--- src/rtl/triangle_scheduler_if.sv ---
// rtl/triangle_scheduler_if.sv - launch/done handshakes and data buses between the scheduler and the three render stages
interface triangle_scheduler_if #(
    parameter int ADDR_WIDTH  = 32,
    parameter int COORD_WIDTH = 16,
    parameter int COLOR_WIDTH = 16
);

    // data fetch stage
    logic                     fetch_start;
    logic [ADDR_WIDTH-1:0]    curr_addr_vertex;
    logic [ADDR_WIDTH-1:0]    curr_addr_color;
    logic [9*COORD_WIDTH-1:0] fetch_vertexes;
    logic [COLOR_WIDTH-1:0]   fetch_color;
    logic                     fetch_eoc;

    // vertex computation stage
    logic                     ver_start;
    logic [9*COORD_WIDTH-1:0] ver_vertexes;
    logic [6*COORD_WIDTH-1:0] ver_vertexes_proj;
    logic [6*COORD_WIDTH-1:0] ver_normal_vectors;
    logic                     ver_eoc;

    // pixel computation stage
    logic                     pix_start;
    logic [6*COORD_WIDTH-1:0] pix_vertexes_proj;
    logic [6*COORD_WIDTH-1:0] pix_normal_vectors;
    logic [COLOR_WIDTH-1:0]   pix_color;
    logic                     pix_eoc;

    // scheduler side
    modport master (
        output fetch_start,
        output curr_addr_vertex,
        output curr_addr_color,
        input  fetch_vertexes,
        input  fetch_color,
        input  fetch_eoc,
        output ver_start,
        output ver_vertexes,
        input  ver_vertexes_proj,
        input  ver_normal_vectors,
        input  ver_eoc,
        output pix_start,
        output pix_vertexes_proj,
        output pix_normal_vectors,
        output pix_color,
        input  pix_eoc
    );

    // render datapath side
    modport slave (
        input  fetch_start,
        input  curr_addr_vertex,
        input  curr_addr_color,
        output fetch_vertexes,
        output fetch_color,
        output fetch_eoc,
        input  ver_start,
        input  ver_vertexes,
        output ver_vertexes_proj,
        output ver_normal_vectors,
        output ver_eoc,
        input  pix_start,
        input  pix_vertexes_proj,
        input  pix_normal_vectors,
        input  pix_color,
        output pix_eoc
    );

endinterface

--- src/rtl/triangle_scheduler.sv ---
// rtl/triangle_scheduler.sv - pipelines one frame of triangles through fetch, vertex and pixel stages
module triangle_scheduler #(
    parameter int ADDR_WIDTH  = 32,
    parameter int COORD_WIDTH = 16,
    parameter int COLOR_WIDTH = 16,
    parameter int VERTEX_SIZE = 6,
    parameter int COLOR_SIZE  = 2
) (
    input  logic                  clk,
    input  logic                  reset_n,
    input  logic                  frame_start,
    input  logic [31:0]           triangles_count,
    input  logic [ADDR_WIDTH-1:0] base_addr_vertex,
    input  logic [ADDR_WIDTH-1:0] base_addr_color,
    output logic                  busy,
    output logic                  frame_end,
    triangle_scheduler_if.master  dp
);

    localparam int VTX_W = 9 * COORD_WIDTH;
    localparam int PRJ_W = 6 * COORD_WIDTH;
    localparam logic [ADDR_WIDTH-1:0] VTX_STRIDE = ADDR_WIDTH'(3 * VERTEX_SIZE);
    localparam logic [ADDR_WIDTH-1:0] COL_STRIDE = ADDR_WIDTH'(COLOR_SIZE);

    typedef enum logic {
        ST_IDLE = 1'b0,
        ST_RUN  = 1'b1
    } state_t;

    // frame control and stage bookkeeping
    state_t                state_q,        state_d;
    logic [31:0]           count_q,        count_d;
    logic [31:0]           issued_q,       issued_d;
    logic [31:0]           done_q,         done_d;
    logic                  frame_end_q,    frame_end_d;
    logic                  fetch_start_q,  fetch_start_d;
    logic                  ver_start_q,    ver_start_d;
    logic                  pix_start_q,    pix_start_d;
    logic                  fetch_busy_q,   fetch_busy_d;
    logic                  ver_busy_q,     ver_busy_d;
    logic                  pix_busy_q,     pix_busy_d;
    logic                  fv_q,           fv_d;
    logic                  vv_q,           vv_d;
    logic [ADDR_WIDTH-1:0] addr_vertex_q,  addr_vertex_d;
    logic [ADDR_WIDTH-1:0] addr_color_q,   addr_color_d;

    // handoff and stage-input registers
    logic [VTX_W-1:0]       f_vtx_q,    f_vtx_d;
    logic [COLOR_WIDTH-1:0] f_col_q,    f_col_d;
    logic [VTX_W-1:0]       ver_vtx_q,  ver_vtx_d;
    logic [COLOR_WIDTH-1:0] ver_col_q,  ver_col_d;
    logic [PRJ_W-1:0]       v_proj_q,   v_proj_d;
    logic [PRJ_W-1:0]       v_norm_q,   v_norm_d;
    logic [COLOR_WIDTH-1:0] v_col_q,    v_col_d;
    logic [PRJ_W-1:0]       pix_proj_q, pix_proj_d;
    logic [PRJ_W-1:0]       pix_norm_q, pix_norm_d;
    logic [COLOR_WIDTH-1:0] pix_col_q,  pix_col_d;

    logic run;
    logic fetch_ack;
    logic ver_ack;
    logic pix_ack;
    logic fetch_launch;
    logic ver_launch;
    logic pix_launch;

    // stage acceptance and launch decisions, all evaluated in parallel on registered state
    always_comb begin
        run          = (state_q == ST_RUN);
        fetch_ack    = dp.fetch_eoc & fetch_busy_q;
        ver_ack      = dp.ver_eoc   & ver_busy_q;
        pix_ack      = dp.pix_eoc   & pix_busy_q;
        // the first fetch is decided in the frame_start cycle so its pulse lands one cycle later
        fetch_launch = ((state_q == ST_IDLE) & frame_start & (triangles_count != 32'd0)) |
                       (run & (issued_q < count_q) & ~fetch_busy_q & ~fv_q);
        ver_launch   = run & fv_q & ~ver_busy_q & ~vv_q;
        pix_launch   = run & vv_q & ~pix_busy_q;
    end

    // next-state for the frame FSM, counters, stage-busy flags and handoff valids
    always_comb begin
        state_d       = state_q;
        count_d       = count_q;
        issued_d      = issued_q;
        done_d        = done_q;
        frame_end_d   = 1'b0;
        fetch_start_d = fetch_launch;
        ver_start_d   = ver_launch;
        pix_start_d   = pix_launch;
        fetch_busy_d  = fetch_busy_q;
        ver_busy_d    = ver_busy_q;
        pix_busy_d    = pix_busy_q;
        fv_d          = fv_q;
        vv_d          = vv_q;
        addr_vertex_d = addr_vertex_q;
        addr_color_d  = addr_color_q;

        case (state_q)
            ST_IDLE: begin
                if (frame_start) begin
                    count_d       = triangles_count;
                    issued_d      = 32'd0;
                    done_d        = 32'd0;
                    addr_vertex_d = base_addr_vertex;
                    addr_color_d  = base_addr_color;
                    if (triangles_count == 32'd0) begin
                        frame_end_d = 1'b1;
                    end else begin
                        state_d = ST_RUN;
                    end
                end
            end
            ST_RUN: begin
                if (fetch_ack) begin
                    issued_d      = issued_q + 32'd1;
                    addr_vertex_d = addr_vertex_q + VTX_STRIDE;
                    addr_color_d  = addr_color_q + COL_STRIDE;
                end
                if (pix_ack) begin
                    done_d = done_q + 32'd1;
                    if ((done_q + 32'd1) == count_q) begin
                        frame_end_d = 1'b1;
                        state_d     = ST_IDLE;
                    end
                end
            end
            default: begin
                state_d = ST_IDLE;
            end
        endcase

        // launch guards keep ack and launch of the same stage in different cycles
        if (fetch_ack)    fetch_busy_d = 1'b0;
        if (fetch_launch) fetch_busy_d = 1'b1;
        if (ver_ack)      ver_busy_d   = 1'b0;
        if (ver_launch)   ver_busy_d   = 1'b1;
        if (pix_ack)      pix_busy_d   = 1'b0;
        if (pix_launch)   pix_busy_d   = 1'b1;

        // a handoff is only filled while empty, so set and clear never coincide
        if (ver_launch)   fv_d = 1'b0;
        if (fetch_ack)    fv_d = 1'b1;
        if (pix_launch)   vv_d = 1'b0;
        if (ver_ack)      vv_d = 1'b1;
    end

    // data movement through the F and V handoffs and into the held stage inputs
    always_comb begin
        f_vtx_d    = f_vtx_q;
        f_col_d    = f_col_q;
        ver_vtx_d  = ver_vtx_q;
        ver_col_d  = ver_col_q;
        v_proj_d   = v_proj_q;
        v_norm_d   = v_norm_q;
        v_col_d    = v_col_q;
        pix_proj_d = pix_proj_q;
        pix_norm_d = pix_norm_q;
        pix_col_d  = pix_col_q;

        if (fetch_ack) begin
            f_vtx_d = dp.fetch_vertexes;
            f_col_d = dp.fetch_color;
        end
        // color rides alongside the vertex stage so it stays paired with its triangle
        if (ver_launch) begin
            ver_vtx_d = f_vtx_q;
            ver_col_d = f_col_q;
        end
        if (ver_ack) begin
            v_proj_d = dp.ver_vertexes_proj;
            v_norm_d = dp.ver_normal_vectors;
            v_col_d  = ver_col_q;
        end
        if (pix_launch) begin
            pix_proj_d = v_proj_q;
            pix_norm_d = v_norm_q;
            pix_col_d  = v_col_q;
        end
    end

    // control register bank; reset aborts any frame without a frame_end
    always_ff @(posedge clk or negedge reset_n) begin
        if (!reset_n) begin
            state_q       <= ST_IDLE;
            count_q       <= 32'd0;
            issued_q      <= 32'd0;
            done_q        <= 32'd0;
            frame_end_q   <= 1'b0;
            fetch_start_q <= 1'b0;
            ver_start_q   <= 1'b0;
            pix_start_q   <= 1'b0;
            fetch_busy_q  <= 1'b0;
            ver_busy_q    <= 1'b0;
            pix_busy_q    <= 1'b0;
            fv_q          <= 1'b0;
            vv_q          <= 1'b0;
            addr_vertex_q <= '0;
            addr_color_q  <= '0;
        end else begin
            state_q       <= state_d;
            count_q       <= count_d;
            issued_q      <= issued_d;
            done_q        <= done_d;
            frame_end_q   <= frame_end_d;
            fetch_start_q <= fetch_start_d;
            ver_start_q   <= ver_start_d;
            pix_start_q   <= pix_start_d;
            fetch_busy_q  <= fetch_busy_d;
            ver_busy_q    <= ver_busy_d;
            pix_busy_q    <= pix_busy_d;
            fv_q          <= fv_d;
            vv_q          <= vv_d;
            addr_vertex_q <= addr_vertex_d;
            addr_color_q  <= addr_color_d;
        end
    end

    // datapath register bank
    always_ff @(posedge clk or negedge reset_n) begin
        if (!reset_n) begin
            f_vtx_q    <= '0;
            f_col_q    <= '0;
            ver_vtx_q  <= '0;
            ver_col_q  <= '0;
            v_proj_q   <= '0;
            v_norm_q   <= '0;
            v_col_q    <= '0;
            pix_proj_q <= '0;
            pix_norm_q <= '0;
            pix_col_q  <= '0;
        end else begin
            f_vtx_q    <= f_vtx_d;
            f_col_q    <= f_col_d;
            ver_vtx_q  <= ver_vtx_d;
            ver_col_q  <= ver_col_d;
            v_proj_q   <= v_proj_d;
            v_norm_q   <= v_norm_d;
            v_col_q    <= v_col_d;
            pix_proj_q <= pix_proj_d;
            pix_norm_q <= pix_norm_d;
            pix_col_q  <= pix_col_d;
        end
    end

    assign busy                  = (state_q == ST_RUN);
    assign frame_end             = frame_end_q;
    assign dp.fetch_start        = fetch_start_q;
    assign dp.curr_addr_vertex   = addr_vertex_q;
    assign dp.curr_addr_color    = addr_color_q;
    assign dp.ver_start          = ver_start_q;
    assign dp.ver_vertexes       = ver_vtx_q;
    assign dp.pix_start          = pix_start_q;
    assign dp.pix_vertexes_proj  = pix_proj_q;
    assign dp.pix_normal_vectors = pix_norm_q;
    assign dp.pix_color          = pix_col_q;

endmodule

--- src/flat_wrapper.sv ---
// flat-port wrapper written by rule: the top's interface ports become plain ports
module triangle_scheduler_flat 
#(
    parameter int ADDR_WIDTH  = 32,
    parameter int COORD_WIDTH = 16,
    parameter int COLOR_WIDTH = 16,
    parameter int VERTEX_SIZE = 6,
    parameter int COLOR_SIZE  = 2
)
  (clk, reset_n, frame_start, triangles_count, base_addr_vertex, base_addr_color, busy, frame_end, dp_fetch_start, dp_curr_addr_vertex, dp_curr_addr_color, dp_fetch_vertexes, dp_fetch_color, dp_fetch_eoc, dp_ver_start, dp_ver_vertexes, dp_ver_vertexes_proj, dp_ver_normal_vectors, dp_ver_eoc, dp_pix_start, dp_pix_vertexes_proj, dp_pix_normal_vectors, dp_pix_color, dp_pix_eoc);
  triangle_scheduler_if #(.ADDR_WIDTH(ADDR_WIDTH), .COORD_WIDTH(COORD_WIDTH), .COLOR_WIDTH(COLOR_WIDTH)) dp_i ();
  input  logic clk;
  input  logic reset_n;
  input  logic frame_start;
  input  logic [31:0] triangles_count;
  input  logic [ADDR_WIDTH-1:0] base_addr_vertex;
  input  logic [ADDR_WIDTH-1:0] base_addr_color;
  output logic busy;
  output logic frame_end;
  output wire logic [$bits(dp_i.fetch_start)-1:0] dp_fetch_start;
  output wire logic [$bits(dp_i.curr_addr_vertex)-1:0] dp_curr_addr_vertex;
  output wire logic [$bits(dp_i.curr_addr_color)-1:0] dp_curr_addr_color;
  input wire logic [$bits(dp_i.fetch_vertexes)-1:0] dp_fetch_vertexes;
  input wire logic [$bits(dp_i.fetch_color)-1:0] dp_fetch_color;
  input wire logic [$bits(dp_i.fetch_eoc)-1:0] dp_fetch_eoc;
  output wire logic [$bits(dp_i.ver_start)-1:0] dp_ver_start;
  output wire logic [$bits(dp_i.ver_vertexes)-1:0] dp_ver_vertexes;
  input wire logic [$bits(dp_i.ver_vertexes_proj)-1:0] dp_ver_vertexes_proj;
  input wire logic [$bits(dp_i.ver_normal_vectors)-1:0] dp_ver_normal_vectors;
  input wire logic [$bits(dp_i.ver_eoc)-1:0] dp_ver_eoc;
  output wire logic [$bits(dp_i.pix_start)-1:0] dp_pix_start;
  output wire logic [$bits(dp_i.pix_vertexes_proj)-1:0] dp_pix_vertexes_proj;
  output wire logic [$bits(dp_i.pix_normal_vectors)-1:0] dp_pix_normal_vectors;
  output wire logic [$bits(dp_i.pix_color)-1:0] dp_pix_color;
  input wire logic [$bits(dp_i.pix_eoc)-1:0] dp_pix_eoc;
  assign dp_fetch_start = dp_i.fetch_start;
  assign dp_curr_addr_vertex = dp_i.curr_addr_vertex;
  assign dp_curr_addr_color = dp_i.curr_addr_color;
  assign dp_i.fetch_vertexes = dp_fetch_vertexes;
  assign dp_i.fetch_color = dp_fetch_color;
  assign dp_i.fetch_eoc = dp_fetch_eoc;
  assign dp_ver_start = dp_i.ver_start;
  assign dp_ver_vertexes = dp_i.ver_vertexes;
  assign dp_i.ver_vertexes_proj = dp_ver_vertexes_proj;
  assign dp_i.ver_normal_vectors = dp_ver_normal_vectors;
  assign dp_i.ver_eoc = dp_ver_eoc;
  assign dp_pix_start = dp_i.pix_start;
  assign dp_pix_vertexes_proj = dp_i.pix_vertexes_proj;
  assign dp_pix_normal_vectors = dp_i.pix_normal_vectors;
  assign dp_pix_color = dp_i.pix_color;
  assign dp_i.pix_eoc = dp_pix_eoc;
  triangle_scheduler #(.ADDR_WIDTH(ADDR_WIDTH), .COORD_WIDTH(COORD_WIDTH), .COLOR_WIDTH(COLOR_WIDTH), .VERTEX_SIZE(VERTEX_SIZE), .COLOR_SIZE(COLOR_SIZE)) u_core (.clk(clk), .reset_n(reset_n), .frame_start(frame_start), .triangles_count(triangles_count), .base_addr_vertex(base_addr_vertex), .base_addr_color(base_addr_color), .busy(busy), .frame_end(frame_end), .dp(dp_i));
endmodule
--- config.mk ---
export PLATFORM = sky130hd
export DESIGN_NAME = triangle_scheduler_flat
export DESIGN_NICKNAME = d
export VERILOG_FILES = /design/src/rtl/triangle_scheduler_if.sv /design/src/rtl/triangle_scheduler.sv /design/src/flat_wrapper.sv
export SDC_FILE = /design/constraint.sdc
export NUM_CORES = 1
export LEC_CHECK = 0
export CAP_MARGIN = 0
export CORE_AREA = 5 5 341 343
export DETAILED_ROUTE_END_ITERATION = 12
export DIE_AREA = 0 0 346 348
export HOLD_SLACK_MARGIN = 0.1
export SLEW_MARGIN = 40
export SYNTH_ARGS = -nofsm -noshare
export SYNTH_HDL_FRONTEND = slang
export SYNTH_SLANG_ARGS = --single-unit
--- constraint.sdc ---
create_clock -name clk -period 3.55 [get_ports clk]
set_input_delay 0.8875 -clock clk [delete_from_list [all_inputs] [get_ports clk]]
set_output_delay 0.8875 -clock clk [all_outputs]
set_load 0.03 [all_outputs]
# After elaboration in Yosys (flattened, before gate mapping)
# Cells that the tools add are included.
totals:
  register_bits: 906
  word_cells: 95
  output_inout_bits: 421
  in_bits: 454
op_classes:
  bitwise_logic: 20
  eq_ne: 4
  mux: 31
  addsub: 4
  order_cmp: 1
  reduce_logical: 10
ops:
  columns: ["cell", "n"]
  rows:
  - ["$pmux W32 S2", 4]
  - ["$mux W32", 7]
  - ["$add A32 B1 Y32 const B", 2]
  - ["$add A32 B2 Y32 const B", 1]
  - ["$add A32 B5 Y32 const B", 1]
  - ["$eq A32 B32 Y1", 1]
  - ["$logic_not A32 Y1", 1]
  - ["$lt A32 B32 Y1", 1]
  - ["$reduce_bool A32 Y1", 1]
  - ["$mux W1", 18]
  - ["$and A1 B1 Y1", 13]
  - ["$reduce_bool A2 Y1", 5]
  - ["$ne A2 B2 Y1 const B", 3]
  - ["$not A1 Y1", 6]
  - ["$reduce_and A2 Y1", 3]
  - ["$pmux W1 S2", 2]
  - ["$or A1 B1 Y1", 1]

# Depth between registers and ports, before layout
# Gate-level depths: netlist (run 1).
logic_depth:
  depth_word: 6
  mapped_depth: 9
  mapped_depth_nobuf: 9

# Worst setup path after synthesis (run 1)
# OpenSTA, ideal clock, no wires.
synth_timing:
  path_kind: "flip-flop to flip-flop"
  from: "register u_core.done_q[0]"
  to: "register u_core.frame_end_q (netlist: u_core.frame_end)"
  arrival_time_ns: 2.714
  path_stages_with_launch: 9
  setup_slack_ns: 0.732
  setup_ns: 0.104
  t_required_ns: 3.446
  cell_sequence: "dfrtp_1 ha_1 nand4_4 nor3_2 nand3_1 xnor2_1 or4b_1 or4_1 o41ai_2"
synth_between:
  elab_chain_cells: 5
synth_rtl:
  columns: ["item", "line", "text"]
  rows:
  - ["start, declared", "triangle_scheduler.sv:34", "logic [31:0] done_q, done_d;"]
  - ["start signal, assigned", "triangle_scheduler.sv:203", "done_q <= done_d;"]
  - ["$add A32 B1 Y32", "triangle_scheduler.sv:121", "if ((done_q + 32'd1) == count_q) begin"]
  - ["$eq A32 B32 Y1", "triangle_scheduler.sv:121", null]
  - ["$mux W1", "triangle_scheduler.sv:121", null]
  - ["$mux W1", "triangle_scheduler.sv:119", "if (pix_ack) begin"]
  - ["$pmux W1 S2", "triangle_scheduler.sv:98", "case (state_q)"]
  - ["named net u_core.frame_end_d", "triangle_scheduler.sv:35", "logic frame_end_q, frame_end_d;"]
  - ["end signal, assigned", "triangle_scheduler.sv:204", "frame_end_q <= frame_end_d;"]
  - ["end, declared", "triangle_scheduler.sv:35", null]
# The timed path passes the listed nets, and every way through them passes these cells.
# A chain may end at the register's enable or synchronous reset.

# Worst setup path in the final report (run 1)
# Ends and elaborated chain as after synthesis.

==> results of run 1 <==
[cell usage in the layout (no fill, tap or decap), types with 37 or more instances in the layout]
| master | n |
|---|---|
| nand2_1 | 1249 |
| dfrtp_1 | 905 |
| clkdlybuf4s50_1 | 872 |
| mux2_2 | 370 |
| o21ai_0 | 125 |
| clkbuf_16 | 104 |
| nor2_1 | 88 |
| nand3_1 | 57 |
| buf_4 | 52 |
| a21oi_1 | 51 |
| inv_1 | 45 |
| nand4_1 | 45 |
| xnor2_1 | 39 |
| a211oi_1 | 37 |
[cell type report]
| class | count | area, µm² |
|---|---|---|
| inverter | 48 | 185.2 |
| multi-input combinational | 2409 | 14160 |
| antenna | 22 | 55.05 |
| clock inverter | 38 | 462.9 |
| tap | 1512 | 1892 |
| fill | 10530 | 61170 |
| timing repair buffer | 952 | 9659 |
| clock buffer | 146 | 3000 |
| sequential | 906 | 22670 |
[power breakdown]
part / total (µW) / internal, µW / leakage (µW) / switching [µW]
clock: 10800 / 6280 / 0.00170 / 4510
combinational: 19500 / 8390 / 0.0109 / 11100
sequential: 17800 / 14900 / 0.0112 / 2910
total: 48100 / 29600 / 0.0238 / 18600
[sequential cells by signal, summed over array words and instances, names as in the netlist, 16 cells and up]
register and flops:
u_core.count_q 32, u_core.dp.ver_vertexes 144, u_core.done_q 32, u_core.dp.pix_vertexes_proj 96, u_core.dp.pix_normal_vectors 96, u_core.dp.curr_addr_vertex 32, u_core.f_col_q 16, u_core.f_vtx_q 144
u_core.dp.pix_color 16, u_core.v_norm_q 96, u_core.dp.curr_addr_color 32, u_core.issued_q 32, u_core.ver_col_q 16, u_core.v_col_q 16, u_core.v_proj_q 96
[cell families (layout without fill, tap and decap cells)]
group	count (synthesis)	after routing	share of synthesized area
flops	906	906	0.6014
fa+ha+maj	35	35	0.01162
simple gates	1591	1591	0.1760
other cells	0	22	0
compound gates	320	320	0.05330
xor+xnor	67	67	0.01576
buf+inv	235	1184	0.02449
mux	396	396	0.1174
[worst paths after layout]
kind                                startpoint                                to  slack [ns]
max                           u_core.done_q[0]                  u_core.frame_end        0.29
min                                    reset_n               u_core.v_norm_q[22]        0.16
max reg2reg                   u_core.done_q[0]                  u_core.frame_end        0.29
min reg2reg                u_core.v_norm_q[12]  u_core.dp.pix_normal_vectors[12]        0.45
max in group asynchronous              reset_n                u_core.f_vtx_q[91]        2.26
min in group clk           u_core.v_norm_q[12]  u_core.dp.pix_normal_vectors[12]        0.45
[per-layer routing]
layer	GRT usage	vias to the layer above
met5	0	-
met4	0.06749	22
met3	0.06849	186
met2	0.3259	835
met1	0.2593	14350
li1	-	13640
[stage by stage]
| stage | cell area (µm²) | total power (µW) | util | setup TNS, ns |
|---|---|---|---|---|
| detailed placement | 48560 | 37630 | 0.4288 | -0.2117 |
| CTS | 52020 | 48690 | 0.4593 | 0 |
| finish | 52090 | 48120 | 0.4599 | 0 |
| global route | 52070 | 50920 | 0.4598 | 0 |
| floorplan | 37700 | 28740 | - | 0 |
| global placement | 48560 | 37300 | 0.4288 | -0.2058 |
==> results.py, run 1 <==
metrics = {
    "outcome": {
        "status": "finished clean",
    },
    "die": {
        "coreArea_um2": 113300,
        "boundaryPins": 875,
        "start_util": 0.3329,
        "dieArea_um2": 120400,
        "fp.dieW_um": 346,
        "die_y_um": 348,
        "rows": 124,
    },
    "worst_setup_path": {
        "crit_path_cell_trace": "ha_1 -> nand4_4 -> nor3_2 -> nand3_1 -> xnor2_1 -> or4b_1 -> or4_1 -> o41ai_2",
        "cp_max_fo": 7,
        "arrival_ns": 3.83,
        "reg2reg_depth": 8,
        "cp_slowest_cell": "or4_1",
        "path_class": "flop to flop",
        "crit_buf_inv": 0,
        "required_ns": 4.12,
        "critPathTopFamily": "simple AND/OR/NAND/NOR gates",
        "start_kind": "flop",
        "end_kind": "flop",
        "critPathMaxStageDelay_ns": 0.55,
        "crit_cells": 8,
    },
    "global_route": {
        "grt_pass1_vias": 29820,
        "grt_use_total": 0.2029,
        "grt_pass1_wl_um": 190200,
        "antenna_found_initial": 35,
        "grt_max_degree": 137,
        "overflow": 0,
    },
    "routing": {
        "highest_layer": "met5",
        "drc": 0,
        "routed-wl-met3_um": 10410,
        "firstDrtPassIters": 5,
        "wl_um": 125100,
        "met1Wirelength_um": 52260,
        "drtAntennaViolNets": 0,
        "initialDrtViolationCount": 1739,
        "routedWlPerCell_um": 20.74,
        "drt-vias-per-instance": 4.813,
        "wl_met2_um": 59030,
        "vias": 29040,
    },
    "cells_and_area": {
        "area_growth_pct": 38.16,
        "nNetsFinal": 4909,
        "layout-drive-gt1-share": 0.1445,
        "finalNonFillerCells": 6033,
    },
    "clocking": {
        "cts_setup_buffers": 0,
        "cts_max_level": 3,
        "clk_path_buf_depth": 3,
        "cts_root_buffer": "clkbuf_16",
        "numCtsBuffers": 103,
        "cts-hold-fix-buffers": 0,
        "cts_sinks": 906,
        "ctsResizeCount": 0,
        "clk_pin_slew_ns": 0.06,
        "insertion_delay_ns": 0.69,
        "cts_tree": "yes",
    },
    "timing": {
        "finClkSkew_ns": 0.03615,
        "max_slew_margin": 0.4931,
        "drv_slew": 0,
        "post-route-min-period_ns": 3.255,
        "layout_setup_ws_ns": 0.2950,
        "worstMarginPinSlew_ns": 0.7604,
        "rsz0062_at_grt": "no",
        "fmax_mhz": 307.2,
        "setup_violations": 0,
        "finalCritPeriodShare": 0.9169,
        "holdWs_ns": 0.1635,
        "hold_viol": 0,
    },
    "logic_synthesis": {
        "ys_types": 76,
        "yosysWarnings": 0,
        "syn_nets": 4039,
        "yosys-top-cells-count": "nand2_1, dfrtp_1, mux2_2, clkbuf_1, o21ai_0",
        "postSynthAreaPerCell_um2": 10.62,
        "yosysSeqAreaShare": 0.6014,
        "ys_ff_latch": 906,
        "synth_top_flop_cell": "dfrtp_1",
        "syn_inst": 3550,
        "synth_top_area_frac": 0.6014,
        "synth-edff-count": 0,
        "synth_area_leaders": "dfrtp_1, nand2_1, mux2_2, o21ai_0, clkbuf_1",
        "yosys.area.top_type": "dfrtp_1",
        "synthArstFlopShare": 1.000,
        "yosysMostFrequentCell": "nand2_1",
        "netlist_area_um2": 37700,
    },
    "power": {
        "ir_worst_vdd_v": 0.0006468,
        "leakage_uw": 0.02376,
        "power_density_nw_per_um2": 924.0,
    },
    "place": {
        "dp.cells": 5827,
        "gp_congestion": 0.9004,
        "io_buffer_count": 874,
        "place_ws_ns": -0.2117,
        "place_hpwl_um": 90860,
    },
    "worst_hold_path": {
        "hold_class": "input port to async pin",
    },
    "job": {
        "cap_viol_max_count": 0,
    },
}
Note: power is estimated with default switching activity, not from simulation.
==> run 2: changes to the inputs <==
Settings changed: RECOVER_POWER from default to 25.
==> results.py, run 2 (synthesis results as in run 1) <==
metrics = {
    "cells_and_area": {
        "nNetsFinal": 4909,
        "area_growth_pct": 37.83,
        "mostFrequentLayoutCells": "nand2_1, dfrtp_1, clkdlybuf4s50_1",
        "multi_input_area_um2": 14160,
        "fillers": 10560,
        "register_area_um2": 22670,
        "final_common_cell": "nand2_1",
        "layout-drive-gt1-share": 0.1416,
    },
    "timing": {
        "max_slew_margin": -0.3429,
        "drv_slew": 54,
        "hold_viol": 0,
        "finClkSkew_ns": 0.03767,
        "worstMarginPinSlew_ns": 2.014,
        "holdWs_ns": 0.4524,
        "fmax_mhz": 307.3,
        "rsz0062_at_grt": "no",
        "finalCritPeriodShare": 0.9166,
        "setup_violations": 0,
        "layout_setup_ws_ns": 0.2961,
        "post-route-min-period_ns": 3.254,
    },
    "routing": {
        "firstDrtPassIters": 5,
        "vias": 29050,
        "drtAntennaViolNets": 0,
        "drt-vias-per-instance": 4.815,
        "routedWlPerCell_um": 20.75,
        "wl_um": 125200,
        "initialDrtViolationCount": 1752,
        "drc": 0,
    },
    "power": {
        "leakage_uw": 0.02369,
        "total_power_uw": 48120,
        "power_density_nw_per_um2": 926.0,
        "ir_worst_vdd_v": 0.0006433,
    },
    "clocking": {
        "cts_root_buffer": "clkbuf_16",
        "numCtsBuffers": 103,
        "cts_tree": "yes",
        "ctsResizeCount": 0,
        "cts_setup_buffers": 0,
        "cts-hold-fix-buffers": 0,
        "clk_pin_slew_ns": 0.06,
        "cts_max_level": 3,
        "insertion_delay_ns": 0.69,
        "cts_sinks": 906,
        "clk_path_buf_depth": 3,
    },
    "global_route": {
        "overflow": 0,
        "grt_use_total": 0.2029,
        "grt_pass1_wl_um": 190200,
        "grt_pass1_vias": 29820,
        "grt_max_degree": 137,
        "antenna_found_initial": 35,
    },
    "die": {
        "boundaryPins": 875,
        "dieArea_um2": 120400,
        "rows": 124,
        "coreArea_um2": 113300,
        "start_util": 0.3329,
        "fp.dieW_um": 346,
        "die_y_um": 348,
    },
    "place": {
        "place_ws_ns": -0.2117,
        "io_buffer_count": 874,
        "place_hpwl_um": 90860,
        "gp_congestion": 0.9004,
    },
    "worst_setup_path": {
        "required_ns": 4.12,
        "end_kind": "flop",
        "arrival_ns": 3.82,
        "start_kind": "flop",
        "cp_max_fo": 7,
        "path_class": "flop to flop",
    },
    "outcome": {
        "violations": "capacitance limit, slew limit",
        "status": "finished, violations left",
    },
    "job": {
        "cap_viol_max_count": 1,
    },
    "worst_hold_path": {
        "hold_class": "flop to flop",
    },
}
run 2: worst paths after layout:
path | startpoint | endpoint | slack [ns] | cells past startpoint
max | u_core.done_q[0] | u_core.frame_end | 0.30 | 8
min | u_core.v_norm_q[12] | u_core.dp.pix_normal_vectors[12] | 0.45 | 2
max reg2reg | u_core.done_q[0] | u_core.frame_end | 0.30 | 8
min reg2reg | u_core.v_norm_q[12] | u_core.dp.pix_normal_vectors[12] | 0.45 | 2
max in group asynchronous | reset_n | u_core.v_proj_q[65] | 0.53 | 3
min in group asynchronous | reset_n | u_core.v_norm_q[22] | 0.72 | 1
run 2: layer usage:
layer	global-route usage	part of all wire
met1	0.2593	0.42
met2	0.3259	0.47
met3	0.06849	0.081
met4	0.06749	0.027
met5	0	0.0011
run 2: through the flow:
step / setup TNS (ns) / cell area, µm² / std cells / util
final: 0 / 51960 / 6033 / 0.4588
after global routing: 0 / 51950 / 6029 / 0.4587
after CTS: 0 / 52020 / 6011 / 0.4593
after detailed placement: -0.2117 / 48560 / 5827 / 0.4288
after global placement: -0.2058 / 48560 / 5827 / 0.4288
after floorplan: 0 / 37700 / 3550 / -
run 2: power by group:
part	internal, µW	total, µW	switching [µW]	leakage, µW
combinational	8370	19500	11100	0.0108
sequential	14900	17800	2920	0.0112
clock	6280	10800	4510	0.00170
run 2: final cells by class:
type,count,share of cell area
repair buffers,952,0.1835
multi-input cells,2409,0.2725
flip-flops and latches,906,0.4363
inverters,48,0.003564
diodes,22,0.001059
clock inverters,38,0.008909
well taps,1512,0.03641
clock buffers,146,0.05774
run 2: critical path: stages, from the launching register on:
cell,delay (ns)
dfrtp_1,0.46
ha_1,0.35
nand4_4,0.13
nor3_2,0.44
nand3_1,0.19
xnor2_1,0.21
or4b_1,0.51
or4_1,0.55
o41ai_2,0.31
